--- config.mk ---
export PLATFORM = sky130hd
export DESIGN_NAME = instr_fetch_unit
export DESIGN_NICKNAME = d
export VERILOG_FILES = /design/src/rtl/instr_fetch_unit.sv
export SDC_FILE = /design/constraint.sdc
export NUM_CORES = 1
export LEC_CHECK = 0
export BUFFER_PORTS_ARGS = -buffer_cell sky130_fd_sc_hd__buf_2
export CAP_MARGIN = 20
export CORE_MARGIN = 5
export CORE_UTILIZATION = 35
export CTS_CLUSTER_SIZE = 40
export DETAILED_ROUTE_END_ITERATION = 8
export GPL_TIMING_DRIVEN = 0
export SYNTH_ARGS = -nofsm -noshare
export SYNTH_HDL_FRONTEND = slang
export SYNTH_SLANG_ARGS = --single-unit
export TNS_END_PERCENT = 20
--- constraint.sdc ---
create_clock -name clk_i -period 4.5 [get_ports clk_i]
set_clock_uncertainty 0.05 [all_clocks]
set_input_delay 0.225 -clock clk_i [delete_from_list [all_inputs] [get_ports clk_i]]
set_output_delay 0.225 -clock clk_i [all_outputs]
set_load 0.02 [all_outputs]
--- src/rtl/instr_fetch_unit.sv ---
`default_nettype none
// ---------------------------------------------------------------------------
// instr_fetch_unit : PC + req/ack instruction fetch, valid/ready to decode.
// Optional macro MISALIGN_TRAP_EN adds a sticky misaligned-redirect fault.
// Revision: 1.0
// ---------------------------------------------------------------------------
module instr_fetch_unit #(
  parameter logic [31:0] RESET_PC = 32'h0000_0000,
  parameter int          ADDR_W   = 32
) (
  input  logic              clk_i,
  input  logic              rst_i,
  output logic              imem_req_o,
  output logic [ADDR_W-1:0] imem_addr_o,
  input  logic              imem_ack_i,
  input  logic [31:0]       imem_data_i,
  output logic [31:0]       instr_o,
  output logic [15:0]       imm16_o,
  output logic              instr_valid_o,
  input  logic              instr_ready_i,
  output logic [ADDR_W-1:0] pc_o,
  output logic [ADDR_W-1:0] pc_plus4_o,
  input  logic              branch_taken_i,
  input  logic [ADDR_W-1:0] branch_offset_i,
  input  logic              jump_i,
  input  logic [25:0]       jump_target_i,
  output logic              misalign_o
);

  typedef enum logic [1:0] {
    S_IDLE  = 2'd0,
    S_REQ   = 2'd1,
    S_VALID = 2'd2
`ifdef MISALIGN_TRAP_EN
    ,S_FAULT = 2'd3
`endif
  } state_e;

  state_e            state_q, state_d;
  logic [ADDR_W-1:0] pc_q, pc_d;
  logic [31:0]       instr_q, instr_d;
  logic [ADDR_W-1:0] pc_plus4;
  logic [ADDR_W-1:0] next_pc_raw;

  assign pc_plus4 = pc_q + ADDR_W'(4);

  // Redirect priority: jump over taken branch over sequential.
  always_comb begin
    next_pc_raw = pc_plus4;
    if (jump_i) begin
      next_pc_raw = {pc_plus4[ADDR_W-1:ADDR_W-4], jump_target_i, 2'b00};
    end else if (branch_taken_i) begin
      next_pc_raw = pc_plus4 + (branch_offset_i << 2);
    end
  end

`ifdef MISALIGN_TRAP_EN
  logic misalign_q, misalign_d;
`else
  localparam logic [ADDR_W-1:0] ALIGN_MASK = {{(ADDR_W-2){1'b1}}, 2'b00};
`endif

  always_comb begin
    state_d = state_q;
    pc_d    = pc_q;
    instr_d = instr_q;
`ifdef MISALIGN_TRAP_EN
    misalign_d = misalign_q;
`endif
    case (state_q)
      S_IDLE: state_d = S_REQ;
      S_REQ: begin
        if (imem_ack_i) begin
          instr_d = imem_data_i;
          state_d = S_VALID;
        end
      end
      S_VALID: begin
        if (instr_ready_i) begin
`ifdef MISALIGN_TRAP_EN
          pc_d = next_pc_raw;
          if (next_pc_raw[1:0] != 2'b00) begin
            state_d    = S_FAULT;
            misalign_d = 1'b1;
          end else begin
            state_d = S_REQ;
          end
`else
          pc_d    = next_pc_raw & ALIGN_MASK;
          state_d = S_REQ;
`endif
        end
      end
`ifdef MISALIGN_TRAP_EN
      S_FAULT: state_d = S_FAULT;
`endif
      default: state_d = S_IDLE;
    endcase
  end

  always_ff @(posedge clk_i) begin
    if (!rst_i) begin
      state_q <= S_IDLE;
      pc_q    <= RESET_PC;
      instr_q <= '0;
`ifdef MISALIGN_TRAP_EN
      misalign_q <= 1'b0;
`endif
    end else begin
      state_q <= state_d;
      pc_q    <= pc_d;
      instr_q <= instr_d;
`ifdef MISALIGN_TRAP_EN
      misalign_q <= misalign_d;
`endif
    end
  end

  assign imem_req_o    = (state_q == S_REQ);
  assign imem_addr_o   = pc_q;
  assign instr_valid_o = (state_q == S_VALID);
  assign instr_o       = instr_q;
  assign imm16_o       = instr_q[15:0];
  assign pc_o          = pc_q;
  assign pc_plus4_o    = pc_plus4;
`ifdef MISALIGN_TRAP_EN
  assign misalign_o    = misalign_q;
`else
  assign misalign_o    = 1'b0;
`endif

endmodule
`default_nettype wire

==> out/summary.txt, run 1 <==
Setup violators final = 0
Yosys reg bits = 64
Power, Total = 1.76 mW
Commonest cells post-synth = 137 x nand2_1, 64 x dfxtp_1, 53 x buf_4
Share of the core filled with cells = 47.2%
Non-Filler Instances = 1147
Final min period = 4110 ps
Post-route DRC = 0
Reg2Reg Depth = 17
Synth cell types = 59
Core ar. = 15000 um^2
Detailed Place HPWL = 15000 um
Comb pwr share = 20.8%
Longest Clk Path Bufs = 2
GRT Residual Overflow = 0
CTS tree = done
Pwr/cell area = 248 nW/um^2
Main area contributors after synthesis = dfxtp_1 24%, nand2_1 9.7%, ha_1 8.5%
Reg clk slew, reported paths = 60 ps
Slew Viols, Final = 0
GRT Resource Usage Total = 20.7%
Hold wc startpoint = imem_data_i[12]
MaxCap Viol Count = 0
Syn-to-layout area delta = 33.6%
Hold Path Class = in2reg
Switch Pwr = 0.532 mW
Worst hold path stage count = 3
Slowest cell on the critical path = dfxtp_1
Internal power = 1.23 mW
Vias per cell = 4.97
Layout cell share with drive strength beyond 1 = 33.5%
Final number of hold-violating endpoints = 0
Vias = 5702
Clock share of power = 44.7%
Drt wl/cell = 16.5 um
Ys async rst share = 0%
Fmax = 243 MHz
Final Net Count = 1087
Yosys warning total = 0
RSZ-0062 raised after global routing = no
Synthesized area per cell = 7.53 um^2
Die footprint = 17700 um^2
Most instantiated library cell after synthesis = nand2_1
Total Wirelength = 18900 um
PortBufs = 232
H-tree level count = 3
DIE HEIGHT = 133 um
WHS = 84.6 ps
# IOs = 243
Total clock buffers created by CTS = 9
Leak pwr = 3.66 nW
RePlAce Congestion = 0.888
Ys flop type = dfxtp_1
Vias in the first global route = 5519
Worst path max stage delay = 450 ps
VDD IR-drop max = 0.156 mV
Seq/Total Area, Yosys = 24.1%
Clock Sinks = 64
DRT antenna net count = 0
Crit path max fanout = 7
Critical path, cell by cell = ha_1, and4_1, nand2_1, nor2_4, and2_2, nand2_1, xnor2_2, ha_1, a21o_1, a21o_1, a21o_1, nor3_1, o31ai_1, a21o_1, a21oi_1, mux2i_1, mux2i_1
Crit end category = flip-flop
Initial antenna violation count = 0
Yosys top cell by area = dfxtp_1
WP data required = 4710 ps
Sw Share = 30.3%
Reg2Reg Capture Point = imem_addr_o[31]
DR WL met3 = 1090 um
Post CTS Setup Buffer Count = 0
FF-to-FF Start = imem_addr_o[3]
Dpl cells = 1131
Largest net degree at the start of global routing = 14
Top Metal Used = met4
Seq pwr share = 34.5%
Routed met2 length = 8940 um
Startpoint types = flip-flop
Setup TNS = 0 ps
Clock Latency Late Sink = 330 ps
Num rows = 45
Crit path DAT = 4330 ps
Reg2Reg Setup Slack = 390 ps
Initial Utilization = 35.3%
Post-Syn Area = 5310 um^2
Mapped Cells = 705
Min-Delay Endpoint = instr_o[12]
Worst slew pin tran = 802 ps
Post-synth EDFFs = 0
CP delay by family, top = simple AND/OR/NAND/NOR gates
Share of the synthesized area in the top cell type = 24.1%
CP bufs+invs = 0
Final period util = 91.4%
DRT Pass-1 Iters = 5
Root Driver = clkbuf_16
Antenna fix cells = 0
Global-route wire length before repair = 29600 um
Status = finished, final reports clean
Critical setup path kind = reg2reg
Slew HR = 46.5%
CP most frequent cell = a21o_1
Routed met1 length = 8700 um
Die X = 133 um
DRC marker count from the first detailed-route iteration = 346
[cell type report]
type | count | area, um^2
buffer | 86 | 522
clock buffer | 9 | 225
clock inverter | 7 | 103
fill | 1584 | 7940
inverter | 7 | 26.3
multi-input combinational | 554 | 3540
sequential | 64 | 1280
tap | 188 | 235
timing repair buffer | 232 | 1160
[layer usage]
metal | track usage [%] | vias up
met5 | 0 | -
met4 | 4.97 | 0
met3 | 3.36 | 16
met2 | 34.8 | 187
met1 | 27.8 | 2578
li1 | - | 2921
[metrics by stage]
step	instance area, um^2	setup WS [ps]
finish	7090	385
global route	7090	19.5
CTS	7060	32.9
detailed placement	6730	27.2
global placement	6730	21.6
floorplan	5330	466
[power by group through the flow]
stage / Sequential [mW] / Clock (mW) / Combinational (mW)
after global routing: 0.609 / 0.819 / 0.401
after global placement: 0.618 / 0 / 0.363
after detailed placement: 0.618 / 0 / 0.364
after floorplan: 0.637 / 0 / 0.210
final: 0.606 / 0.786 / 0.365
after CTS: 0.606 / 0.796 / 0.366
[state kept, by name (all words and copies together), names as in the netlist]
register,cells
instr_o,32
imem_addr_o,30
state_q,2
[repair_timing]
action,4_1_cts,5_1_grt
hold buffers,0,0
endpoints found under the setup margin,1,1
resized for setup,1,8
[kinds of logic after synthesis]
| group | share of synthesized area [%] |
|---|---|
| AND/OR/NAND/NOR | 22.2 |
| AO/OA/AOI/OAI | 24.9 |
| buffers and inverters | 10.3 |
| flip-flops | 24.1 |
| XOR/XNOR | 7.59 |
| adder cells (fa/ha/maj) | 8.86 |
| multiplexers | 1.89 |
| other | 0.0707 |
[worst min-delay path, delay by kind of cell]
| kind | cells | cell delay [ps] |
|---|---|---|
| AO/OA/AOI/OAI | 1 | 60 |
| buffers and inverters | 1 | 90 |
| AND/OR/NAND/NOR | 1 | 40 |
[worst max-delay path by stage]
stage	slack (ps)	to	startpoint	cells after the start
after CTS	30	imem_addr_o[31]	imem_addr_o[2]	17
after floorplan	470	imem_addr_o[31]	imem_addr_o[2]	17
after global routing	20	imem_addr_o[31]	imem_addr_o[3]	17
final	390	imem_addr_o[31]	imem_addr_o[3]	17
after global placement	20	imem_addr_o[31]	imem_addr_o[2]	17
after detailed placement	30	imem_addr_o[31]	imem_addr_o[2]	17
[placed cells by master (no fill, tap or decap), types with 12 or more instances in the layout]
master    instances
a21boi_0         37
a21o_1           15
a21oi_1          37
and3_1           12
buf_2           232
buf_4            53
clkbuf_1         31
dfxtp_1          63
ha_1             36
nand2_1         137
nand3_1          14
nor2_1           32
o21ai_0          28
o21ai_1          18
xnor2_1          24
xor2_1           20
Note: power is estimated with default switching activity, not from simulation.
==> inputs of run 2 (changes only) <==
--- a/config.mk
+++ b/config.mk
@@ -9,6 +9,7 @@
 export CAP_MARGIN = 20
 export CORE_MARGIN = 5
 export CORE_UTILIZATION = 35
+export CTS_BUF_LIST = sky130_fd_sc_hd__clkbuf_2 sky130_fd_sc_hd__clkbuf_4 sky130_fd_sc_hd__clkbuf_8
 export CTS_CLUSTER_SIZE = 40
 export DETAILED_ROUTE_END_ITERATION = 8
 export GPL_TIMING_DRIVEN = 0
==> out/summary.txt, run 2 (synthesis gave the netlist of run 1 again) <==
Total Wirelength = 19000 um (was 18900 um)
Status = finished, final reports clean (unchanged)
Initial Utilization = 35.3% (unchanged)
RSZ-0062 raised after global routing = no (unchanged)
Top Metal Used = met4 (unchanged)
CTS tree = done (unchanged)
Commonest non-fill, non-tap cells in the layout = 232 x buf_2, 137 x nand2_1, 62 x dfxtp_1 (was 232 x buf_2, 137 x nand2_1, 63 x dfxtp_1)
DRT Pass-1 Iters = 5 (unchanged)
GRT Resource Usage Total = 20.8% (was 20.7%)
Flip-flop count of the largest register after layout = 32 (unchanged)
Vias in the first global route = 5484 (was 5519)
Clock Latency Late Sink = 360 ps (was 330 ps)
Fmax = 243 MHz (about the same)
Post-route DRC = 0 (unchanged)
Hold Path Class = in2reg (unchanged)
Slew Viols, Final = 0 (unchanged)
Internal power = 1.05 mW (was 1.23 mW)
DRC marker count from the first detailed-route iteration = 369 (was 346)
MaxCap Viol Count = 0 (unchanged)
Root Driver = clkbuf_8 (was clkbuf_16)
Final Instance Area = 6990 um^2 (was 7090 um^2)
Critical setup path kind = reg2reg (unchanged)
Comb pwr share = 23.4% (was 20.8%)
Detailed Place HPWL = 15000 um (unchanged)
Post-DP Area = 6730 um^2 (unchanged)
Final period util = 91.3% (was 91.4%)
Worst slew pin tran = 758 ps (was 802 ps)
Routed met1 length = 8770 um (was 8700 um)
Seq pwr share = 38.7% (was 34.5%)
VDD IR-drop max = 0.197 mV (was 0.156 mV)
DIE HEIGHT = 133 um (unchanged)
Clock Sinks = 64 (unchanged)
Die footprint = 17700 um^2 (unchanged)
GRT Residual Overflow = 0 (unchanged)
Longest Clk Path Bufs = 2 (unchanged)
Vias = 5681 (was 5702)
Crit end category = flip-flop (unchanged)
Final number of hold-violating endpoints = 0 (unchanged)
RePlAce Congestion = 0.888 (unchanged)
Hold Buf Count CTS = 0 (unchanged)
# IOs = 243 (unchanged)
Final min period = 4110 ps (about the same)
Num rows = 45 (unchanged)
Global-route wire length before repair = 29600 um (about the same)
PortBufs = 232 (unchanged)
Die X = 133 um (unchanged)
Clock share of power = 37.9% (was 44.7%)
Syn-to-layout area delta = 31.7% (was 33.6%)
Pwr/cell area = 223 nW/um^2 (was 248 nW/um^2)
H-tree level count = 3 (unchanged)
Crit path max fanout = 7 (unchanged)
Largest net degree at the start of global routing = 14 (unchanged)
WP data required = 4750 ps (was 4710 ps)
Crit path DAT = 4360 ps (was 4330 ps)
DR WL met3 = 1010 um (was 1090 um)
Leak pwr = 3.62 nW (was 3.66 nW)
Startpoint types = flip-flop (unchanged)
Drt wl/cell = 16.6 um (was 16.5 um)
Switch Pwr = 0.511 mW (was 0.532 mW)
Setup violators final = 0 (unchanged)
FILL cells = 1603 (was 1584)
Setup TNS = 0 ps (unchanged)
Vias per cell = 4.95 (was 4.97)
Initial antenna violation count = 1 (was 0)
Core ar. = 15000 um^2 (unchanged)
Layout cell share with drive strength beyond 1 = 33.6% (was 33.5%)
Commonest non-fill, non-tap cell in the layout = buf_2 (unchanged)
Reg clk slew, reported paths = 80 ps (was 60 ps)
DRT antenna net count = 0 (unchanged)
Total clock buffers created by CTS = 9 (unchanged)
Final Net Count = 1087 (unchanged)
Routed met2 length = 9010 um (was 8940 um)
Sw Share = 32.7% (was 30.3%)
Slew HR = 49.5% (was 46.5%)
run 2: changes by cell type in the layout (fill, tap and decap cells not counted), sizes merged:
| cell | previous run | this run |
|---|---|---|
| diode | 0 | 1 |
run 2: cell type report:
class	instances	area [um^2]	area share, %
plain buffers	86	522	7.46
clock inverters	7	103	1.47
well taps	188	235	3.36
inverters	7	26.3	0.376
repair buffers	232	1160	16.6
multi-input cells	554	3530	50.5
flip-flops and latches	64	1280	18.4
diodes	1	2.50	0.0358
clock buffers	9	124	1.77
run 2: power by group through the flow:
stage | Clock, mW | Combinational (mW) | Sequential (mW)
detailed placement | 0 | 0.364 | 0.618
CTS | 0.597 | 0.366 | 0.605
finish | 0.592 | 0.366 | 0.605
global route | 0.625 | 0.401 | 0.609
floorplan | 0 | 0.210 | 0.637
global placement | 0 | 0.363 | 0.618
run 2: what timing repair did:
action	in CTS	in global routing
resized for setup	1	8
endpoints found under the setup margin	1	1
pin swaps	0	0
setup buffers	0	0
run 2: final timing paths:
check,from,slack [ps],endpoint,depth (start not counted)
hold reg to reg,instr_o[28],410,instr_o[28],2
hold / removal,imem_data_i[23],50,instr_o[23],3
setup / recovery,imem_addr_o[5],390,imem_addr_o[31],14
setup reg to reg,imem_addr_o[5],390,imem_addr_o[31],14
run 2: worst max-delay path, stage by stage (launching register included):
cell and delay, ps:
dfxtp_1 490, nand3_1 140, or3_1 520, xnor2_1 210, ha_1 400, and3_1 260, and4_1 220, o211ai_1 160
a21oi_2 310, a211oi_2 160, o31ai_1 350, nand3_1 120, a21oi_1 200, mux2i_1 240, mux2i_1 200
run 2: per-layer routing:
layer  vias to the layer above  track usage, %
li1                       2924               -
met2                       188            34.9
met5                         -               0
met1                      2551            27.8
met4                         0            5.43
met3                        18            3.51
run 2: through the flow:
step	power [mW]	util, %	std cells	hold WS [ps]	setup slack [ps]
after global placement	0.981	44.7	1131	397	21.6
final	1.56	46.5	1148	48.8	390
after detailed placement	0.982	44.7	1131	403	27.2
after global routing	1.63	46.5	1148	42.3	33.7
after floorplan	0.847	-	711	320	466
after CTS	1.57	46.3	1147	37.9	33.7
